## src/rtl/sodor_mem_pkg.sv

```systemverilog
// Shared types and encodings for the Sodor core-side memory request path.
package sodor_mem_pkg;

  localparam int ADDR_W = 32;
  localparam int DATA_W = 32;
  localparam int TYP_W  = 3;

  localparam logic FCN_LD = 1'b0;
  localparam logic FCN_ST = 1'b1;

  localparam logic [TYP_W-1:0] MT_X  = 3'd0;
  localparam logic [TYP_W-1:0] MT_B  = 3'd1;
  localparam logic [TYP_W-1:0] MT_H  = 3'd2;
  localparam logic [TYP_W-1:0] MT_W  = 3'd3;
  localparam logic [TYP_W-1:0] MT_D  = 3'd4;
  localparam logic [TYP_W-1:0] MT_BU = 3'd5;
  localparam logic [TYP_W-1:0] MT_HU = 3'd6;
  localparam logic [TYP_W-1:0] MT_WU = 3'd7;

  typedef enum logic [1:0] {
    IDLE = 2'd0,
    WAIT = 2'd1,
    RESP = 2'd2
  } arbState_e;

  typedef struct packed {
    logic [ADDR_W-1:0] addr;
    logic [DATA_W-1:0] data;
    logic              fcn;
    logic [TYP_W-1:0]  typ;
  } memReq_t;

  function automatic memReq_t packReq(input logic [ADDR_W-1:0] addr,
                                      input logic [DATA_W-1:0] data,
                                      input logic              fcn,
                                      input logic [TYP_W-1:0]  typ);
    memReq_t r;
    r.addr = addr;
    r.data = data;
    r.fcn  = fcn;
    r.typ  = typ;
    return r;
  endfunction

endpackage

```

## src/rtl/sodor_prio_starve_arb.sv

```systemverilog
// Two-way grant: data client (req1) wins by default, fetch (req0) is forced
// once it has watched STARVE_LIMIT consecutive data grants.
module sodor_prio_starve_arb #(
  parameter int STARVE_LIMIT = 4
) (
  input  logic clock,
  input  logic reset,
  input  logic arbEn,
  input  logic req0,
  input  logic req1,
  output logic grant0,
  output logic grant1
);

  localparam int SW = $clog2(STARVE_LIMIT + 1);
  localparam logic [SW-1:0] LIMIT = SW'(STARVE_LIMIT);

  logic [SW-1:0] starveCnt;
  logic          forceReq0;

  function automatic logic [SW-1:0] satInc(input logic [SW-1:0] cnt);
    return (cnt == LIMIT) ? cnt : cnt + 1'b1;
  endfunction

  assign forceReq0 = req0 && (starveCnt == LIMIT);

  always_comb begin
    grant0 = 1'b0;
    grant1 = 1'b0;
    if (arbEn) begin
      if (req1 && !forceReq0) grant1 = 1'b1;
      else if (req0)          grant0 = 1'b1;
    end
  end

  // The count only tracks a continuously waiting fetch client.
  always_ff @(posedge clock or negedge reset) begin
    if (!reset)                starveCnt <= '0;
    else if (!req0 || grant0)  starveCnt <= '0;
    else if (grant1)           starveCnt <= satInc(starveCnt);
  end

endmodule

```

## src/rtl/sodor_mem_port_arbiter.sv

```systemverilog
// Shares the router core port between fetch (C0) and data (C1) with one
// outstanding request, a fetch anti-starvation rule and a response timeout.
module sodor_mem_port_arbiter
  import sodor_mem_pkg::*;
#(
  parameter int STARVE_LIMIT   = 4,
  parameter int TIMEOUT_CYCLES = 255,
  parameter int CNT_W          = 8
) (
  input  logic              clock,
  input  logic              reset,
  input  logic              c0_req_valid,
  output logic              c0_req_ready,
  input  logic [ADDR_W-1:0] c0_req_addr,
  input  logic [DATA_W-1:0] c0_req_data,
  input  logic              c0_req_fcn,
  input  logic [TYP_W-1:0]  c0_req_typ,
  output logic              c0_resp_valid,
  output logic [DATA_W-1:0] c0_resp_data,
  output logic              c0_resp_err,
  input  logic              c1_req_valid,
  output logic              c1_req_ready,
  input  logic [ADDR_W-1:0] c1_req_addr,
  input  logic [DATA_W-1:0] c1_req_data,
  input  logic              c1_req_fcn,
  input  logic [TYP_W-1:0]  c1_req_typ,
  output logic              c1_resp_valid,
  output logic [DATA_W-1:0] c1_resp_data,
  output logic              c1_resp_err,
  output logic              mem_req_valid,
  output logic [ADDR_W-1:0] mem_req_addr,
  output logic [DATA_W-1:0] mem_req_data,
  output logic              mem_req_fcn,
  output logic [TYP_W-1:0]  mem_req_typ,
  input  logic              mem_resp_valid,
  input  logic [DATA_W-1:0] mem_resp_data,
  output logic [ADDR_W-1:0] mem_resp_addr
);

  localparam logic [CNT_W-1:0] TMO_LAST = CNT_W'(TIMEOUT_CYCLES - 1);

  arbState_e         state;
  arbState_e         nextState;
  logic              owner;
  logic [CNT_W-1:0]  tmoCnt;
  logic [DATA_W-1:0] respData_p1;
  logic              respErr_p1;
  memReq_t           c0Req;
  memReq_t           c1Req;
  memReq_t           winReq;
  memReq_t           lastReq;
  logic              arbEn;
  logic              grant0;
  logic              grant1;
  logic              anyGrant;
  logic              tmoHit;
  logic              respValid;

  assign c0Req    = packReq(c0_req_addr, c0_req_data, c0_req_fcn, c0_req_typ);
  assign c1Req    = packReq(c1_req_addr, c1_req_data, c1_req_fcn, c1_req_typ);
  // RESP presents the pulse and may already grant the next request.
  assign arbEn    = (state != WAIT);
  assign anyGrant = grant0 | grant1;
  assign winReq   = grant1 ? c1Req : c0Req;
  assign tmoHit   = (tmoCnt == TMO_LAST);

  sodor_prio_starve_arb #(
    .STARVE_LIMIT(STARVE_LIMIT)
  ) uArb (
    .clock (clock),
    .reset (reset),
    .arbEn (arbEn),
    .req0  (c0_req_valid),
    .req1  (c1_req_valid),
    .grant0(grant0),
    .grant1(grant1)
  );

  always_ff @(posedge clock or negedge reset) begin
    if (!reset) state <= IDLE;
    else        state <= nextState;
  end

  always_comb begin
    nextState = state;
    case (state)
      IDLE, RESP: nextState = anyGrant ? WAIT : IDLE;
      WAIT:       if (mem_resp_valid || tmoHit) nextState = RESP;
      default:    nextState = IDLE;
    endcase
  end

  // p0: grant cycle captures owner and the response address for the router
  always_ff @(posedge clock or negedge reset) begin
    if (!reset) begin
      owner         <= 1'b0;
      mem_resp_addr <= '0;
      lastReq       <= '0;
      tmoCnt        <= '0;
    end else if (anyGrant) begin
      owner         <= grant1;
      mem_resp_addr <= winReq.addr;
      lastReq       <= winReq;
      tmoCnt        <= '0;
    end else if (state == WAIT) begin
      tmoCnt        <= tmoCnt + 1'b1;
    end
  end

  // p1: response registered one cycle after the router answers or times out;
  // a real response beats a coincident timeout.
  always_ff @(posedge clock or negedge reset) begin
    if (!reset) begin
      respData_p1 <= '0;
      respErr_p1  <= 1'b0;
    end else if (state == WAIT) begin
      if (mem_resp_valid) begin
        respData_p1 <= mem_resp_data;
        respErr_p1  <= 1'b0;
      end else if (tmoHit) begin
        respData_p1 <= '0;
        respErr_p1  <= 1'b1;
      end
    end
  end

  always_comb begin
    c0_req_ready  = grant0;
    c1_req_ready  = grant1;
    mem_req_valid = anyGrant;
    {mem_req_addr, mem_req_data, mem_req_fcn, mem_req_typ} = anyGrant ? winReq : lastReq;
    respValid     = (state == RESP);
    c0_resp_valid = respValid && !owner;
    c1_resp_valid = respValid &&  owner;
    c0_resp_data  = respData_p1;
    c1_resp_data  = respData_p1;
    c0_resp_err   = c0_resp_valid && respErr_p1;
    c1_resp_err   = c1_resp_valid && respErr_p1;
  end

endmodule
```

## config.mk

```make
export PLATFORM = sky130hd
export DESIGN_NAME = sodor_mem_port_arbiter
export DESIGN_NICKNAME = d
export VERILOG_FILES = /design/src/rtl/sodor_mem_pkg.sv /design/src/rtl/sodor_prio_starve_arb.sv /design/src/rtl/sodor_mem_port_arbiter.sv
export SDC_FILE = /design/constraint.sdc
export NUM_CORES = 1
export LEC_CHECK = 0
export ABC_AREA = 1
export BUFFER_PORTS_ARGS = -buffer_cell sky130_fd_sc_hd__buf_4
export CAP_MARGIN = 30
export CORE_AREA = 5 5 129 131
export CTS_CLUSTER_SIZE = 10
export DETAILED_ROUTE_END_ITERATION = 10
export DIE_AREA = 0 0 134 136
export HOLD_SLACK_MARGIN = 0.06
export PLACE_DENSITY = 0.77
export SLEW_MARGIN = 10
export SYNTH_ARGS = -nofsm -noshare
export SYNTH_HDL_FRONTEND = slang
export SYNTH_SLANG_ARGS = --single-unit
export TNS_END_PERCENT = 10
```

## constraint.sdc

```tcl
create_clock -name clock -period 3.5 [get_ports clock]
set_clock_uncertainty 0.1 [all_clocks]
set_input_delay 0.525 -clock clock [delete_from_list [all_inputs] [get_ports clock]]
set_output_delay 0.525 -clock clock [all_outputs]
set_load 0.02 [all_outputs]
```

==> flow_summary.yaml <==
die:
  start_util_pct: 42.14
  die_w_um: 134
  rows: 46
  core-area_mm2: 0.01548
  pin_count: 344
  die_y_um: 136
  floorplan_die_area_mm2: 0.01822
synthesis:
  syn-instance-count: 780
  synth.yosys.seq_area_share_pct: 56.39
  netlist-cell-type-count: 23
  synth.yosys.warnings: 0
  synth.cell_area_mm2: 0.006524
  syn-num-nets: 957
  postSynthRegisterBits: 147
  postSynthAreaPerCell_um2: 8.364
detailed_routing:
  finalWirelength_um: 20140
  detailedRoute.firstPassIterationCount: 5
  antenna_violating_nets_post_route: 0
  drt_first_iter_violations: 455
  avgRoutedWirePerCell_um: 15.72
  drt-vias-per-instance: 4.785
  post-route-drc-count: 0
  num_vias: 6129
worst_hold_path:
  hold_path.class: "in2async"
setup_path:
  crit_type: "reg2out"
  regToRegStartpoint: "uArb.starveCnt[0]"
  crit_path_end_kind: "output pin"
  start_kind: "register"
  crit_arrival_ns: 2.64
  critical_path_required_ns: 2.87
  critical_path_origin: "uArb.starveCnt[0]"
  worstPathMaxFanout: 41
job:
  max-cap-violations: 0
sta:
  hold_slack_ns: 0.07433
  hold_viol: 0
  post-route-worst-setup-slack_ns: 0.2391
  achievable-frequency_ghz: 0.3067
  slew_worst_pin_ns: 0.7916
  post-route-period-util_pct: 93.17
  setup_tns_ns: 0
  layout_min_cycle_time_ns: 3.261
  unrepaired_setup_endpoints_after_global_routing: "no"
  timing.final.max_slew_violations: 0
  timing.max_slew.rel_slack_pct: 47.23
  finalSetupViolations: 0
global_routing:
  pin_count_of_the_biggest_net_entering_global_routing: 85
  grt_antenna_before_repair: 0
  first_global_vias: 6079
  grt_overflow: 0
  grt_pass1_wl_um: 31450
  grt_usage_pct: 21.74
cells_and_area:
  layout.filler_cells: 1376
  antennaDiodeCount: 0
  final_common_cell: "sky130_fd_sc_hd__nand2_1"
  drive_above_1_share_pct: 36.09
  finalNetCount: 1253
  most-common-layout-cells: "sky130_fd_sc_hd__nand2_1, sky130_fd_sc_hd__buf_4, sky130_fd_sc_hd__dfrtp_1"
  areaGrowthSynthToFinish_pct: 45.93
placement:
  placement.io_buffers: 343
  worst_setup_slack_before_clock_tree_synthesis_ns: 0.6269
  dp.final_hpwl_um: 14870
  globalplace.congestion: 0.8542
power:
  leakage_nw: 5.169
  power_frac_comb_pct: 51.6
  part_of_the_total_power_dissipated_in_the_clock_network_pct: 17.9
  seqPwrFrac_pct: 30.4
  netSwitchingFraction_pct: 43.69
  powerDensity_mw_per_mm2: 1004
  switching_power_w: 0.004177
  peak_supply_drop_uv: 513.1
  post-layout-total-power_w: 0.009561
  internal_power_w: 0.005384
cts:
  post-cts-setup-buffers: 0
  cts_hold_repair.buffers: 0
  cts_sinks: 147
  htreeDepth: 4
  cts_max_path_buffers: 2
  clock_tree.root_cell: "sky130_fd_sc_hd__clkbuf_16"
  insertion_delay_ns: 0.40
  cts.reportedPaths.clkPinSlew_ns: 0.06
  cts-buffers-inserted: 17
  ctsResizeCount: 0
  tritoncts: "done"
run_status:
  run_status: "complete, no violations"
-- sequential cells by signal, indices dropped and copies added (netlist names) --
register        count
c0_resp_data       32
uArb.starveCnt      3
mem_resp_addr      32
owner               1
state               2
lastReq            68
tmoCnt              8
respErr_p1          1
-- stage by stage --
stage | instance area (um^2) | utilization, % | std cells
floorplan | 6524 | - | 780
global placement | 8956 | 57.85 | 1249
detailed placement | 8956 | 57.85 | 1249
CTS | 9520 | 61.49 | 1281
global route | 9520 | 61.49 | 1281
finish | 9520 | 61.49 | 1281
-- power by group through the flow --
stage | logic [W] | registers (W) | clock network (W)
final | 0.00494 | 0.00291 | 0.00172
after global routing | 0.00533 | 0.00301 | 0.00184
after CTS | 0.00499 | 0.00291 | 0.00176
after detailed placement | 0.00498 | 0.00292 | 0
after global placement | 0.00491 | 0.00290 | 0
after floorplan | 0.00260 | 0.00330 | 0
-- cells by family after synthesis --
| group | synth area share, % |
|---|---|
| XOR/XNOR | 0.1343 |
| AO/OA/AOI/OAI | 3.260 |
| buffers and inverters | 8.515 |
| AND/OR/NAND/NOR | 30.94 |
| flip-flops | 56.39 |
| adder cells (fa/ha/maj) | 0.7672 |
-- layer usage --
layer	wire length, um	global-route usage [%]	vias to the layer above
met5	0	0	-
met4	367	7.600	0
met3	1734	7.254	24
met2	9923	36.22	241
met1	8112	26.57	2834
li1	-	-	3030
-- critical path, stage by stage, from the launching register on --
cell and delay (ns):
sky130_fd_sc_hd__dfrtp_1 0.37, sky130_fd_sc_hd__inv_1 0.07, sky130_fd_sc_hd__ha_1 0.19, sky130_fd_sc_hd__nand3_1 0.07
sky130_fd_sc_hd__nand2_1 0.08, sky130_fd_sc_hd__inv_1 0.11, sky130_fd_sc_hd__nand2_4 0.27, sky130_fd_sc_hd__inv_2 0.61
sky130_fd_sc_hd__nand2_1 0.14, sky130_fd_sc_hd__nand3_1 0.14, sky130_fd_sc_hd__buf_4 0.15
-- final cells by class --
| cell class | instances | area [um^2] | share of cell area (%) |
|---|---|---|---|
| clock buffer | 19 | 452.9 | 4.758 |
| clock inverter | 13 | 111.4 | 1.170 |
| inverter | 18 | 67.56 | 0.7097 |
| multi-input combinational | 543 | 2308 | 24.25 |
| sequential | 147 | 3679 | 38.64 |
| tap | 192 | 240.2 | 2.523 |
| timing repair buffer | 349 | 2661 | 27.95 |
-- path summary, 6_finish.rpt --
path / endpoint / slack, ns / cells past startpoint
worst max-delay path: mem_req_data[27] / 0.24 / 10
max in group asynchronous: mem_resp_addr[10] / 2.41 / 2
worst max register to register: lastReq[31] / 1.25 / 9
min in group clock: c0_resp_data[24] / 0.22 / 3
worst min register to register: lastReq[47] / 0.38 / 2
worst min-delay path: lastReq[22] / 0.07 / 1
-- cell usage after synthesis --
library cell | n | area [um^2]
sky130_fd_sc_hd__a21oi_1 | 4 | 20.02
sky130_fd_sc_hd__buf_1 | 3 | 11.26
sky130_fd_sc_hd__buf_2 | 21 | 105.1
sky130_fd_sc_hd__buf_4 | 45 | 337.8
sky130_fd_sc_hd__buf_6 | 3 | 33.78
sky130_fd_sc_hd__dfrtp_1 | 147 | 3679
sky130_fd_sc_hd__ha_1 | 4 | 50.05
sky130_fd_sc_hd__inv_1 | 15 | 56.30
sky130_fd_sc_hd__inv_2 | 3 | 11.26
sky130_fd_sc_hd__nand2_1 | 387 | 1453
sky130_fd_sc_hd__nand2_2 | 3 | 18.77
sky130_fd_sc_hd__nand3_1 | 82 | 410.4
sky130_fd_sc_hd__nand4_1 | 2 | 12.51
sky130_fd_sc_hd__nor2_1 | 12 | 45.04
sky130_fd_sc_hd__nor2_2 | 2 | 12.51
sky130_fd_sc_hd__nor2_4 | 2 | 22.52
sky130_fd_sc_hd__nor3_1 | 3 | 15.01
sky130_fd_sc_hd__nor3_4 | 1 | 16.27
sky130_fd_sc_hd__nor4_1 | 2 | 12.51
sky130_fd_sc_hd__o21ai_0 | 4 | 20.02
sky130_fd_sc_hd__o21ai_1 | 32 | 160.2
sky130_fd_sc_hd__o22ai_1 | 2 | 12.51
sky130_fd_sc_hd__xor2_1 | 1 | 8.760
(Power assumes the default switching activity.)
